[src/rtl/uart_rx_packet_ctrl_if.sv]
// Byte-stream input and checked-packet output bundle
// for the UART packet receiver.
interface uart_rx_packet_ctrl_if;
    logic [7:0]  rx_data;
    logic        rx_valid;
    logic        pkt_valid;
    logic        pkt_ready;
    logic [3:0]  pkt_len;
    logic [63:0] pkt_data;
    logic        err_chksum;
    logic        err_len;
    logic        err_timeout;
    logic        err_overrun;
    logic        busy;

    // Source/consumer side
    modport master (
        output rx_data,
        output rx_valid,
        output pkt_ready,
        input  pkt_valid,
        input  pkt_len,
        input  pkt_data,
        input  err_chksum,
        input  err_len,
        input  err_timeout,
        input  err_overrun,
        input  busy
    );

    // Packet controller side
    modport slave (
        input  rx_data,
        input  rx_valid,
        input  pkt_ready,
        output pkt_valid,
        output pkt_len,
        output pkt_data,
        output err_chksum,
        output err_len,
        output err_timeout,
        output err_overrun,
        output busy
    );
endinterface

[src/rtl/uart_rx_packet_ctrl.sv]
// Frames UART bytes into SOF/len/payload/checksum packets
// and holds each checked packet until the consumer takes it.
module uart_rx_packet_ctrl #(
    parameter logic [7:0] SofByte       = 8'hA5,
    parameter int         MaxLen        = 8,
    parameter int         TimeoutCycles = 50000
) (
    input logic                  clk,
    input logic                  rst,
    uart_rx_packet_ctrl_if.slave bus
);

    typedef enum logic [2:0] {
        IDLE,
        LEN,
        PAYLOAD,
        CHK,
        HOLD
    } state_t;

    localparam int TW =
        (TimeoutCycles > 2) ? $clog2(TimeoutCycles) : 1;
    localparam logic [TW-1:0] TMO_LAST =
        TW'(TimeoutCycles - 1);
    localparam logic [7:0] MAX_LEN = 8'(MaxLen);

    state_t        state;
    logic [3:0]    len_q;
    logic [2:0]    cnt;
    logic [7:0]    sum;
    logic [TW-1:0] tmo;
    logic [63:0]   data_q;
    logic          valid_q;
    logic          busy_q;
    logic          e_chk;
    logic          e_len;
    logic          e_tmo;
    logic          e_ovr;

    logic       rx;
    logic [7:0] b;
    logic       active;
    logic       waiting;
    logic       len_ok;
    logic       last;

    assign rx      = bus.rx_valid;
    assign b       = bus.rx_data;
    assign active  = (state == LEN) || (state == PAYLOAD)
                  || (state == CHK);
    assign waiting = active && !rx;
    assign len_ok  = (b != 8'd0) && (b <= MAX_LEN);
    assign last    = ({1'b0, cnt} == (len_q - 4'd1));

    always_ff @(posedge clk) begin
        if (rst) begin
            state   <= IDLE;
            len_q   <= '0;
            cnt     <= '0;
            sum     <= '0;
            tmo     <= '0;
            data_q  <= '0;
            valid_q <= 1'b0;
            busy_q  <= 1'b0;
            e_chk   <= 1'b0;
            e_len   <= 1'b0;
            e_tmo   <= 1'b0;
            e_ovr   <= 1'b0;
        end else begin
            e_chk <= 1'b0;
            e_len <= 1'b0;
            e_tmo <= 1'b0;
            e_ovr <= 1'b0;
            // A byte arriving on the expiry cycle wins
            if (waiting && tmo == TMO_LAST) begin
                e_tmo  <= 1'b1;
                tmo    <= '0;
                state  <= IDLE;
                busy_q <= 1'b0;
            end else begin
                if (waiting) begin
                    tmo <= tmo + 1'b1;
                end else if (active) begin
                    tmo <= '0;
                end
                unique case (state)
                    IDLE: begin
                        tmo <= '0;
                        if (rx && b == SofByte) begin
                            state  <= LEN;
                            busy_q <= 1'b1;
                        end
                    end
                    LEN: begin
                        if (rx && len_ok) begin
                            len_q  <= b[3:0];
                            data_q <= '0;
                            sum    <= b;
                            cnt    <= '0;
                            state  <= PAYLOAD;
                        end else if (rx) begin
                            e_len  <= 1'b1;
                            state  <= IDLE;
                            busy_q <= 1'b0;
                        end
                    end
                    PAYLOAD: begin
                        if (rx) begin
                            data_q[{cnt, 3'b000} +: 8] <= b;
                            sum <= sum + b;
                            cnt <= cnt + 3'd1;
                            if (last) begin
                                state <= CHK;
                            end
                        end
                    end
                    CHK: begin
                        if (rx && b == sum) begin
                            valid_q <= 1'b1;
                            state   <= HOLD;
                        end else if (rx) begin
                            e_chk  <= 1'b1;
                            state  <= IDLE;
                            busy_q <= 1'b0;
                        end
                    end
                    HOLD: begin
                        tmo <= '0;
                        // Packet is frozen; extra bytes are lost
                        if (rx) begin
                            e_ovr <= 1'b1;
                        end
                        if (bus.pkt_ready) begin
                            valid_q <= 1'b0;
                            state   <= IDLE;
                            busy_q  <= 1'b0;
                        end
                    end
                    default: begin
                        state  <= IDLE;
                        busy_q <= 1'b0;
                    end
                endcase
            end
        end
    end

    assign bus.pkt_valid   = valid_q;
    assign bus.pkt_len     = len_q;
    assign bus.pkt_data    = data_q;
    assign bus.err_chksum  = e_chk;
    assign bus.err_len     = e_len;
    assign bus.err_timeout = e_tmo;
    assign bus.err_overrun = e_ovr;
    assign bus.busy        = busy_q;

endmodule

[src/flat_wrapper.sv]
// flat-port wrapper written by rule: the top's interface ports become plain ports
module uart_rx_packet_ctrl_flat 
#(
    parameter logic [7:0] SofByte       = 8'hA5,
    parameter int         MaxLen        = 8,
    parameter int         TimeoutCycles = 50000
)
  (clk, rst, bus_rx_data, bus_rx_valid, bus_pkt_ready, bus_pkt_valid, bus_pkt_len, bus_pkt_data, bus_err_chksum, bus_err_len, bus_err_timeout, bus_err_overrun, bus_busy);
  uart_rx_packet_ctrl_if bus_i ();
  input logic clk;
  input logic rst;
  input wire logic [$bits(bus_i.rx_data)-1:0] bus_rx_data;
  input wire logic [$bits(bus_i.rx_valid)-1:0] bus_rx_valid;
  input wire logic [$bits(bus_i.pkt_ready)-1:0] bus_pkt_ready;
  output wire logic [$bits(bus_i.pkt_valid)-1:0] bus_pkt_valid;
  output wire logic [$bits(bus_i.pkt_len)-1:0] bus_pkt_len;
  output wire logic [$bits(bus_i.pkt_data)-1:0] bus_pkt_data;
  output wire logic [$bits(bus_i.err_chksum)-1:0] bus_err_chksum;
  output wire logic [$bits(bus_i.err_len)-1:0] bus_err_len;
  output wire logic [$bits(bus_i.err_timeout)-1:0] bus_err_timeout;
  output wire logic [$bits(bus_i.err_overrun)-1:0] bus_err_overrun;
  output wire logic [$bits(bus_i.busy)-1:0] bus_busy;
  assign bus_i.rx_data = bus_rx_data;
  assign bus_i.rx_valid = bus_rx_valid;
  assign bus_i.pkt_ready = bus_pkt_ready;
  assign bus_pkt_valid = bus_i.pkt_valid;
  assign bus_pkt_len = bus_i.pkt_len;
  assign bus_pkt_data = bus_i.pkt_data;
  assign bus_err_chksum = bus_i.err_chksum;
  assign bus_err_len = bus_i.err_len;
  assign bus_err_timeout = bus_i.err_timeout;
  assign bus_err_overrun = bus_i.err_overrun;
  assign bus_busy = bus_i.busy;
  uart_rx_packet_ctrl #(.SofByte(SofByte), .MaxLen(MaxLen), .TimeoutCycles(TimeoutCycles)) u_core (.clk(clk), .rst(rst), .bus(bus_i));
endmodule
[config.mk]
export PLATFORM = sky130hd
export DESIGN_NAME = uart_rx_packet_ctrl_flat
export DESIGN_NICKNAME = d
export VERILOG_FILES = /design/src/rtl/uart_rx_packet_ctrl_if.sv /design/src/rtl/uart_rx_packet_ctrl.sv /design/src/flat_wrapper.sv
export SDC_FILE = /design/constraint.sdc
export NUM_CORES = 1
export LEC_CHECK = 0
export ABC_AREA = 1
export CORE_MARGIN = 2
export CORE_UTILIZATION = 45
export DETAILED_ROUTE_END_ITERATION = 6
export GPL_ROUTABILITY_DRIVEN = 0
export PLACE_DENSITY = 0.7
export SLEW_MARGIN = 20
export SYNTH_ARGS = -nofsm -noshare
export SYNTH_HDL_FRONTEND = slang
export SYNTH_SLANG_ARGS = --single-unit
[constraint.sdc]
create_clock -name clk -period 6.44 [get_ports clk]
set_clock_uncertainty 0.2 [all_clocks]
set_input_delay 0.966 -clock clk [delete_from_list [all_inputs] [get_ports clk]]
set_output_delay 0.966 -clock clk [all_outputs]
set_load 0.01 [all_outputs]
==> impl_metrics.tcl <==
set metrics [dict create \
    run_status "finished, final reports clean" \
    worst_ir_drop_vdd_uv 133 \
    synth_async_sr_flop_share_pct 0 \
    first_global_vias 4882 \
    synth-edff-count 0 \
    combined_area_of_all_synthesized_cells_mm2 0.00538 \
    die_x_um 113 \
    place_ws_ns 2.58 \
    clock-sinks 104 \
    nFillCells 1128 \
    fin_tns_setup_ns 0 \
    finalHoldWorstSlack_ns 0.265 \
    post_synthesis_sequential_area_ratio_pct 38.7 \
    post-route-min-period_ns 3.51 \
    timing.slew.headroom_pct 35.2 \
    global_route_wire_length_before_repair_um 23900 \
    netlist.top_cell.by_area "sky130_fd_sc_hd__dfxtp_1" \
    path_class "input port to flop" \
    antenna_found_initial 0 \
    hold_path.class "flop to flop" \
    ctsHtreeMaxLevel 3 \
    post_cts_hold_buffer_count 0 \
    post-route-util_pct 56.3 \
    setup_repair_after_global_routing_missed_its_margin "no" \
    busiest_layer "met2" \
    cts_setup_buffers 0 \
    num_vias 5381 \
    wirelength_um 14800 \
    area.growth.synth_to_final_pct 21.1 \
    synth.top_cells.by_area "sky130_fd_sc_hd__dfxtp_1, sky130_fd_sc_hd__nand2_1, sky130_fd_sc_hd__a21oi_1" \
    fin_ws_ns 2.93 \
    groute.usage.overall_pct 23.1 \
    synth_most_common_cell "sky130_fd_sc_hd__nand2_1" \
    yosysWarnings 0 \
    clkSlewWorstSetupHoldPaths_ns 0.07 \
    drt.antenna.violating_nets 0 \
    setup.worst_path.end_class "flop" \
    cts_tree "yes" \
    hold_viol 0 \
    cts_repair_resize_count 0 \
    io_buffer_count 85 \
    start_util_pct 46.5 \
    maxSlewViolCount 0 \
    drt_iter0_markers 320 \
    cap_violations 0 \
    fin_crit_sh_pct 54.5 \
    setup_viol 0 \
    synth.avg_cell_area_um2 7.04 \
    insertion_delay_ns 0.36 \
    detailedPlacementHpwl_um 11000 \
    crit_path_start_kind "input port" \
    numCtsBuffers 9 \
    number_of_nets_in_the_final_layout 859 \
    synth_top_cells_by_count "sky130_fd_sc_hd__nand2_1, sky130_fd_sc_hd__dfxtp_1, sky130_fd_sc_hd__nor2_1, sky130_fd_sc_hd__a21oi_1, sky130_fd_sc_hd__inv_1" \
    crit_fanout 66 \
    dieArea_mm2 0.0128 \
    detailedRoute.firstPassIterationCount 5 \
    post_route_cells_drive_above_1_share_pct 5.62 \
    yosys_register_bits 104 \
    fp.coreArea_mm2 0.0116 \
    top_ff_cell_synth "sky130_fd_sc_hd__dfxtp_1" \
    mappedNetlistNets 792 \
    die_h_um 113 \
    io-pin-count 86 \
    syn-instance-count 764 \
    timing.fmax_ghz 0.285 \
    core.rowCount 39 \
    n_antenna_cell 0 \
    tightest_slew_ns 0.971 \
    cts.path.max_buffers 2 \
    power_leakage_nw 2.35 \
    cell_pwr_density_mw_per_mm2 186 \
    synth_top_area_share_pct 38.7 \
    cts_root_buffer "sky130_fd_sc_hd__clkbuf_16" \
    maximum_number_of_pins_on_one_net_before_global_route_repair 68 \
    globalRouteMet2Util_pct 37.7 \
    remaining_drc_errors 0 \
    globalRoute.totalOverflow 0 \
    grtUsageMet1_pct 30.8 \
    globalRouteMet3Util_pct 4.77 \
    yosys.cell_types.count 37 \
    vias_per_cell 5.50 \
    critical_path_required_ns 6.49 \
    post_drt_wl_per_cell_um 15.1 \
    cp.arrival_ns 3.56 \
]
[critical path, stage by stage]
cell                              delay (ns)
sky130_fd_sc_hd__clkdlybuf4s50_1        0.64
sky130_fd_sc_hd__inv_1                  0.18
sky130_fd_sc_hd__nand2_1                0.10
sky130_fd_sc_hd__nand2_1                0.07
sky130_fd_sc_hd__inv_2                  0.70
sky130_fd_sc_hd__nand3_1                0.55
sky130_fd_sc_hd__nor2_1                 0.28
sky130_fd_sc_hd__nor2_1                 0.07
[sequential cells by signal (all words and copies together) (netlist names)]
register                cells
u_core.bus.err_timeout      1
u_core.bus.err_chksum       1
u_core.cnt                  3
u_core.bus.pkt_len          4
u_core.state                3
u_core.bus.err_len          1
u_core.bus.err_overrun      1
u_core.bus.pkt_data        64
u_core.bus.busy             1
u_core.tmo                 16
u_core.bus.pkt_valid        1
u_core.sum                  8
[layout make-up]
type	count	area, um^2	share of cell area (%)
Clock buffer	10	239	3.67
Clock inverter	6	50.0	0.768
Inverter	71	267	4.09
Multi-Input combinational cell	559	2850	43.7
Sequential cell	104	2080	32.0
Tap cell	143	179	2.75
Timing Repair Buffer	86	853	13.1
[cell usage in the layout, fill, tap and decap left out, types with 4 or more instances in the layout]
cell type                         synthesis  layout
sky130_fd_sc_hd__a21oi_1                 89      89
sky130_fd_sc_hd__clkbuf_16                0       9
sky130_fd_sc_hd__clkdlybuf4s50_1          0      84
sky130_fd_sc_hd__dfxtp_1                104     104
sky130_fd_sc_hd__ha_1                    15      15
sky130_fd_sc_hd__inv_1                   65      65
sky130_fd_sc_hd__inv_2                    6       6
sky130_fd_sc_hd__nand2_1                169     169
sky130_fd_sc_hd__nand3_1                 46      46
sky130_fd_sc_hd__nand3_2                  8       8
sky130_fd_sc_hd__nand4_1                 63      63
sky130_fd_sc_hd__nor2_1                  97      97
sky130_fd_sc_hd__nor3_1                   5       5
sky130_fd_sc_hd__nor4_1                   4       4
sky130_fd_sc_hd__o21ai_0                 19      19
sky130_fd_sc_hd__o21ai_1                  6       6
sky130_fd_sc_hd__xor2_1                   6       6
[cells by family after synthesis]
family,count (synthesis),share of synthesized area (%)
compound gates,125,12.1
xor+xnor,9,1.47
fa+ha+maj,16,3.86
buf+inv,101,8.40
flops,104,38.7
simple gates,409,35.4
[worst paths after layout]
kind | from | endpoint | slack, ns | cells past startpoint
hold / removal | u_core.bus.pkt_data[10] | u_core.bus.pkt_data[10] | 0.26 | 2
hold reg to reg | u_core.bus.pkt_data[10] | u_core.bus.pkt_data[10] | 0.26 | 2
setup / recovery | bus_rx_valid | u_core.bus.pkt_data[39] | 2.93 | 8
setup reg to reg | u_core.state[2] | u_core.bus.pkt_data[39] | 3.43 | 9
[report_power, final]
| group | switching (W) | internal (W) |
|---|---|---|
| Combinational | 0.0000260 | 0.0000118 |
| Sequential | 0.0000000423 | 0.000643 |
| Clock | 0.000254 | 0.000278 |
[routing by layer]
metal / vias up / share of wire (%)
met5: - / 0
met4: 0 / 1.7
met3: 20 / 6.3
met2: 165 / 46
met1: 2499 / 46
li1: 2697 / -
[through the flow]
stage | instances | power, W | cell area [um^2]
after floorplan | 764 | 0.000678 | 5380
after global routing | 979 | 0.00125 | 6520
final | 979 | 0.00121 | 6520
after CTS | 979 | 0.00122 | 6520
after detailed placement | 963 | 0.000695 | 6230
after global placement | 963 | 0.000694 | 6230
Power figures use the tool's default switching activity.
